[config.mk]
export PLATFORM = sky130hd
export DESIGN_NAME = pong_input_conditioner
export DESIGN_NICKNAME = d
export VERILOG_FILES = /design/src/rtl/pong_input_conditioner.sv
export SDC_FILE = /design/constraint.sdc
export NUM_CORES = 1
export LEC_CHECK = 0
export BUFFER_PORTS_ARGS = -buffer_cell sky130_fd_sc_hd__buf_4
export CORE_MARGIN = 5
export CORE_UTILIZATION = 30
export DETAILED_ROUTE_END_ITERATION = 6
export PLACE_DENSITY = 0.48
export SLEW_MARGIN = 20
export SYNTH_ARGS = -nofsm -noshare
export SYNTH_HDL_FRONTEND = slang
export SYNTH_SLANG_ARGS = --single-unit
export TNS_END_PERCENT = 30
[constraint.sdc]
create_clock -name clk -period 3.2 [get_ports clk]
set_input_delay 0.32 -clock clk [delete_from_list [all_inputs] [get_ports clk]]
set_output_delay 0.32 -clock clk [all_outputs]
set_load 0.03 [all_outputs]
[src/rtl/pong_input_conditioner.sv]
// pong_input_conditioner: synchronizes and debounces the start button and two quadrature
// encoders, producing single-cycle events and saturating paddle positions.
module pong_input_conditioner #(
  parameter int DB_WIDTH        = 8,
  parameter int DEBOUNCE_CYCLES = 200,
  parameter int PADDLE_MAX      = 12,
  parameter int PADDLE_INIT     = 6
) (
  input  logic       clk,
  input  logic       reset_n,
  input  logic       start_in,
  input  logic       p1_a,
  input  logic       p1_b,
  input  logic       p2_a,
  input  logic       p2_b,
  output logic       start_pulse,
  output logic       p1_up,
  output logic       p1_down,
  output logic       p2_up,
  output logic       p2_down,
  output logic       p1_err,
  output logic       p2_err,
  output logic [3:0] p1_pos,
  output logic [3:0] p2_pos
);
  localparam logic [DB_WIDTH-1:0] DB_LAST = DB_WIDTH'(DEBOUNCE_CYCLES - 1);
  localparam logic [3:0] PMAX  = 4'(PADDLE_MAX);
  localparam logic [3:0] PINIT = 4'(PADDLE_INIT);
  logic [4:0] raw, filt, filt_q;
  logic [2:0] e1, e2;
  logic       st;
  assign raw = {p2_b, p2_a, p1_b, p1_a, start_in};
  for (genvar i = 0; i < 5; i++) begin : g_ch
    logic s1, s2, f;
    logic [DB_WIDTH-1:0] c;
    always_ff @(posedge clk or negedge reset_n)
      if (!reset_n) begin
        s1 <= 1'b0;
        s2 <= 1'b0;
        f  <= 1'b0;
        c  <= '0;
      end else begin
        s1 <= raw[i];
        s2 <= s1;
        if (s2 == f) c <= '0;
        else if (c == DB_LAST) begin
          f <= s2;
          c <= '0;
        end else c <= c + 1'b1;
      end
    assign filt[i] = f;
  end
  // returns {up, down, err} for a gray-code step prev -> cur
  function automatic logic [2:0] decode(input logic [1:0] p, input logic [1:0] c);
    logic [3:0] t;
    t = {p, c};
    decode = {t == 4'b0001 || t == 4'b0111 || t == 4'b1110 || t == 4'b1000,
              t == 4'b0010 || t == 4'b1011 || t == 4'b1101 || t == 4'b0100,
              (p ^ c) == 2'b11};
  endfunction
  function automatic logic [3:0] next_pos(input logic [3:0] p, input logic [2:0] e, input logic s);
    next_pos = s ? PINIT : (e[2] && p < PMAX) ? p + 4'd1 : (e[1] && p != 4'd0) ? p - 4'd1 : p;
  endfunction
  assign st = filt[0] & ~filt_q[0];
  assign e1 = decode({filt_q[1], filt_q[2]}, {filt[1], filt[2]});
  assign e2 = decode({filt_q[3], filt_q[4]}, {filt[3], filt[4]});
  always_ff @(posedge clk or negedge reset_n)
    if (!reset_n) begin
      filt_q      <= '0;
      start_pulse <= 1'b0;
      {p1_up, p1_down, p1_err} <= 3'b000;
      {p2_up, p2_down, p2_err} <= 3'b000;
      p1_pos      <= PINIT;
      p2_pos      <= PINIT;
    end else begin
      filt_q      <= filt;
      start_pulse <= st;
      {p1_up, p1_down, p1_err} <= e1;
      {p2_up, p2_down, p2_err} <= e2;
      p1_pos      <= next_pos(p1_pos, e1, st);
      p2_pos      <= next_pos(p2_pos, e2, st);
    end
endmodule

==> results of run 1 <==
[synthesized netlist by cell type (4+ instances only)]
master / number
dfrtp_1: 71
nor2_1: 46
inv_1: 8
a21o_1: 4
or2_2: 5
ha_1: 9
and3_1: 10
nor4_1: 5
o21ai_0: 4
dfstp_2: 4
nand4_1: 4
clkbuf_1: 5
nand3_1: 33
xnor2_1: 21
a21oi_1: 8
mux2_2: 5
xor2_1: 26
buf_4: 4
[critical path, cell delays in order (launching register included)]
cell	delay, ns
dfrtp_1	0.49
xor2_1	0.25
and3_2	0.26
inv_2	0.08
ha_1	0.30
a21o_1	0.20
a221oi_1	0.25
o22ai_1	0.14
a221oi_2	0.27
[sequential cells by signal (all words and copies together) (netlist names)]
signal,count
p2_down,1
p2_err,1
p1_err,1
p1_up,1
g_ch.s1,5
g_ch.c,40
filt_q,5
start_pulse,1
g_ch.f,5
p1_pos,4
p2_pos,4
p2_up,1
p1_down,1
g_ch.s2,5
[final cells by class]
type | instances | area [um2] | area share (%)
clock buffer | 11 | 253 | 6.26
clock inverter | 5 | 82.6 | 2.04
inverter | 10 | 37.5 | 0.929
multi-input combinational | 208 | 1450 | 35.9
sequential | 75 | 1880 | 46.6
tap | 143 | 179 | 4.43
timing repair buffer | 21 | 158 | 3.90
[metal layers]
layer	track usage [%]	part of all wire (%)	routed length, um	up-vias
met1	12.6	48	2770	1056
met5	0	0	0	-
met3	2.69	4.2	246	9
met4	5.96	2.5	143	0
li1	-	-	-	1067
met2	14.6	46	2640	28
[through the flow]
stage / cells / instance area (um2) / total power, mW
4_1_cts: 473 / 4040 / 2.22
3_3_place_gp: 457 / 3700 / 1.07
3_5_place_dp: 457 / 3700 / 1.07
5_1_grt: 473 / 4040 / 2.27
6_report: 473 / 4040 / 2.18
2_1_floorplan: 302 / 3420 / 1.04
[path summary, 6_finish.rpt]
path                                             from                      to  slack, ns  depth (start not counted)
max in group asynchronous                     reset_n  g_ch[2].c[1]$_DFF_PN0_       2.45                          1
worst min register to register   g_ch[3].s1$_DFF_PN0_    g_ch[3].s2$_DFF_PN0_       0.35                          0
worst min-delay path                             p1_b    g_ch[2].s1$_DFF_PN0_       0.09                          1
worst max register to register  g_ch[4].f$_DFFE_PN0P_   p2_pos[3]$_DFFE_PN0P_       0.87                          8
min in group asynchronous                     reset_n  g_ch[1].c[1]$_DFF_PN0_       0.12                          1
worst max-delay path            g_ch[4].f$_DFFE_PN0P_   p2_pos[3]$_DFFE_PN0P_       0.87                          8
[where the power goes]
group	internal, mW	leakage [nW]	switching, mW
registers	0.971	0.997	0.0155
logic	0.0236	0.699	0.0405
clock network	0.729	0.167	0.400
total	1.72	1.86	0.456
[cell families (layout without fill, tap and decap cells)]
| kind of cell | count (synthesis) | count (layout) | synth area share [%] |
|---|---|---|---|
| and+or+nand+nor | 117 | 117 | 17.5 |
| DFF | 75 | 75 | 55.1 |
| xor gates and xnor gates | 51 | 51 | 14.0 |
| AOI/OAI and AO/OA | 24 | 24 | 4.83 |
| buffers and inverters | 19 | 47 | 2.53 |
| adders and majority gates | 11 | 11 | 4.47 |
| muxes | 5 | 5 | 1.65 |
==> results.toml, run 1 <==
[route]
drcViolationCount = 0
ant_nets = 0
drtIter0Drc = 121
vias = 2160
via_per_inst = 4.57
wl_per_cell_um = 12.3
dr.pass1.iters = 4
wirelength_um = 5800

[sta]
fin_skew_ns = 0.00802
hold_viol = 0
setup_violations = 0
fin_ws_ns = 0.875
setup_tns_ns = 0
whs_ns = 0.0858
finalCriticalPeriod_ns = 2.33
tightest_slew_ns = 0.946
max_freq_ghz = 0.430
drv_slew = 0
slew_headroom_pct = 36.9
finalCritPeriodShare_pct = 72.7
rsz0062_at_grt = "no"

[clocking]
clk_pin_slew_ns = 0.06
clk_path_buf_depth = 2
cts_setup_buffers = 0
clock_latency_ns = 0.34
cts_hold_buf = 0
cts_resized = 0
cts-root-buf = "clkbuf_16"
clkSinkCount = 75
cts_tree = "built"
cts_buffers = 9
cts_htree_levels = 3

[critical_path]
cp-start-kind = "flip-flop"
crit_path_end_kind = "flip-flop"
cp_data_required_time_ns = 3.45
cp_max_fo = 8
worstSetupPathType = "flip-flop to flip-flop"
worst-endpoint-arrival_ns = 2.57

[place]
io_buffers = 21
post-dp-hpwl_um = 3840
routabilityCongestion = 0.779
dp_slack_ns = 0.874

[floorplanning]
die-height_um = 117
ios = 22
dieArea_um2 = 13600
die_w_um = 117
std_cell_rows = 39
start_util_pct = 30.3
core_um2 = 11300

[synthesis]
yosys.cell_types.count = 33
ys_seq_area_share_pct = 55.1
async_flop_share_pct = 100
synth_edf_count = 0
yosysTopAreaCellShare_pct = 52.0
synthFlopType = "dfrtp_1"
synth_area_leaders = "dfrtp_1 (52%), xor2_1 (6.7%), xnor2_1 (5.4%)"
syn_area_per_cell_um2 = 11.3
ys_seq_elements = 75
synth_top_cell_by_area = "dfrtp_1"
synth_nets = 320
netlist_area_um2 = 3420
syn_inst = 302
yosysWarnings = 0

[pwr]
ir_worst_vdd_uv = 274
cellPowerDensity_nw_per_um2 = 540
leakage_nw = 1.86

[global_routing]
grt_pass1_wl_um = 10300
grt-ovfl-total = 0
grt_pass1_vias = 2216
antenna_found_initial = 0
grt_max_degree = 76
track_usage_pct = 9.78

[job]
drv_cap = 0

[run_status]
status = "finished, final reports clean"

[cells_and_area]
syn_to_final_growth_pct = 18.2
drive_gt1_share_pct = 20.3
layout_commonest_cell = "dfrtp_1"
fillCellCount = 1124
final_util_pct = 35.8
nets = 343
diodes = 0
layout_common_cells = "dfrtp_1 (71), nor2_1 (46), nand3_1 (33)"

[worst_hold_path]
hold_path_class = "input port to flip-flop"
No activity file was read; power rests on OpenSTA's default activity.
==> run 2, diff against run 1 <==
==> constraint.sdc (replaced) <==
create_clock -name clk -period 2.2 [get_ports clk]
set_input_delay 0.22 -clock clk [delete_from_list [all_inputs] [get_ports clk]]
set_output_delay 0.22 -clock clk [all_outputs]
set_load 0.03 [all_outputs]
==> results.toml, run 2 (same netlist as run 1, synthesis figures left out) <==
[clocking]
clk_pin_slew_ns = 0.06
cts-root-buf = "clkbuf_16"
clkSinkCount = 75
cts_tree = "built"
clock_latency_ns = 0.34
cts_htree_levels = 3
clk_path_buf_depth = 2
cts_buffers = 9

[sta]
tightest_slew_ns = 0.417
slew_headroom_pct = 72.2
setup_tns_ns = 0
finalCriticalPeriod_ns = 2.12
drv_slew = 0
setup_violations = 0
hold_viol = 0
finalCritPeriodShare_pct = 96.4
fin_skew_ns = 0.00813
max_freq_ghz = 0.472

[critical_path]
crit_path_end_kind = "flip-flop"
cp-start-kind = "flip-flop"
rrSetupSlack_ns = 0.08
worst-endpoint-arrival_ns = 2.37
r2r-start = "filt_q[3]$_DFF_PN0_"
cp_data_required_time_ns = 2.45
r2r_cells = 8
cp_max_fo = 6
timing.rr.end = "p2_pos[3]$_DFFE_PN0P_"
worstSetupPathType = "flip-flop to flip-flop"

[global_routing]
grt_pass1_wl_um = 10600
grt_max_degree = 33
track_usage_pct = 9.89
grt-ovfl-total = 0
grt_pass1_vias = 2301
antenna_found_initial = 0

[cells_and_area]
nets = 367
layout_common_cells = "dfrtp_1 (69), nor2_1 (46), buf_4 (38)"
fillCellCount = 1090
regMostFlops = "g_ch.c"
syn_to_final_growth_pct = 26.1
diodes = 0
largest_register_ffs = 40
fin_cells = 497
drive_gt1_share_pct = 26.3
layout_commonest_cell = "dfrtp_1"
final_util_pct = 38.2
multi_input_area_um2 = 1510
seqCellArea_um2 = 1880

[route]
vias = 2289
drtIter0Drc = 85
wl_per_cell_um = 11.9
drcViolationCount = 0
wirelength_um = 5940
dr.pass1.iters = 4
ant_nets = 0
via_per_inst = 4.61

[floorplanning]
die-height_um = 117
dieArea_um2 = 13600
std_cell_rows = 39
die_w_um = 117
core_um2 = 11300
start_util_pct = 30.3
ios = 22

[pwr]
leakage_nw = 1.98
ir_worst_vdd_uv = 303
cellPowerDensity_nw_per_um2 = 738

[worst_hold_path]
hold_path_depth = 0
hold_start = "g_ch[3].s1$_DFF_PN0_"
hold_end = "g_ch[3].s2$_DFF_PN0_"
hold_path_class = "flip-flop to flip-flop"

[job]
drv_cap = 0

[place]
dp.cells = 471
post-dp-hpwl_um = 4070
routabilityCongestion = 0.766
io_buffers = 21

[run_status]
status = "finished, final reports clean"
==> run 2: cell count changes in the layout (fill, tap and decap cells not counted), sizes merged <==
cell         before  now
dlygate4sd3       0    6
buf              21   39
==> run 2: repair_timing <==
action | 4_1_cts | 5_1_grt
endpoints found under the hold margin | 32 | 0
resized for setup | 0 | 9
setup buffers | 0 | 4
hold buffers | 6 | 0
setup endpoints to repair | 0 | 2
==> run 2: where the power goes <==
| part | internal, mW | switching [mW] | total (mW) |
|---|---|---|---|
| sequential | 1.41 | 0.0218 | 1.43 |
| combinational | 0.0462 | 0.0619 | 0.108 |
| clock | 1.06 | 0.577 | 1.64 |
==> run 2: critical path, stage by stage, from the launching register on <==
cell,delay (ns)
dfrtp_1,0.40
xor2_2,0.23
and3_4,0.24
inv_2,0.07
ha_1,0.38
a21oi_1,0.09
a211oi_1,0.24
o22ai_1,0.13
a221oi_2,0.24
==> run 2: how the worst max path moves through the flow <==
stage | cells after the start | start | slack [ns] | endpoint
2_1_floorplan | 9 | g_ch[3].f$_DFFE_PN0P_ | 0.04 | p2_pos[3]$_DFFE_PN0P_
3_3_place_gp | 8 | g_ch[4].f$_DFFE_PN0P_ | 0.07 | p2_pos[3]$_DFFE_PN0P_
3_5_place_dp | 8 | filt_q[2]$_DFF_PN0_ | 0.06 | p1_pos[3]$_DFFE_PN0P_
4_1_cts | 8 | filt_q[2]$_DFF_PN0_ | 0.03 | p1_pos[3]$_DFFE_PN0P_
5_1_grt | 8 | g_ch[3].f$_DFFE_PN0P_ | -0.02 | p2_pos[3]$_DFFE_PN0P_
6_report | 8 | filt_q[3]$_DFF_PN0_ | 0.08 | p2_pos[3]$_DFFE_PN0P_
==> run 2: routing by layer <==
layer,GRT usage [%],wire length [um]
met1,12.8,2790
met2,14.9,2690
met3,2.07,257
met4,6.65,200
met5,0,0
==> run 2: per-stage QoR <==
| step | hold WS (ns) | worst slack [ns] | instance area [um2] | total power [mW] |
|---|---|---|---|---|
| 2_1_floorplan | -0.0756 | 0.0364 | 3420 | 1.51 |
| 5_1_grt | 0.350 | -0.0194 | 4310 | 3.31 |
| 6_report | 0.347 | 0.0801 | 4310 | 3.18 |
| 4_1_cts | 0.349 | 0.0320 | 4220 | 3.23 |
| 3_3_place_gp | 0.192 | 0.0735 | 3820 | 1.56 |
| 3_5_place_dp | 0.192 | 0.0570 | 3820 | 1.56 |
==> run 2: layout make-up <==
type                    instances  area share (%)
flip-flops and latches         75            43.7
clock buffers                  11            5.87
multi-input cells             208            35.0
clock inverters                 5            1.92
repair buffers                 45            8.48
well taps                     143            4.15
inverters                      10           0.871
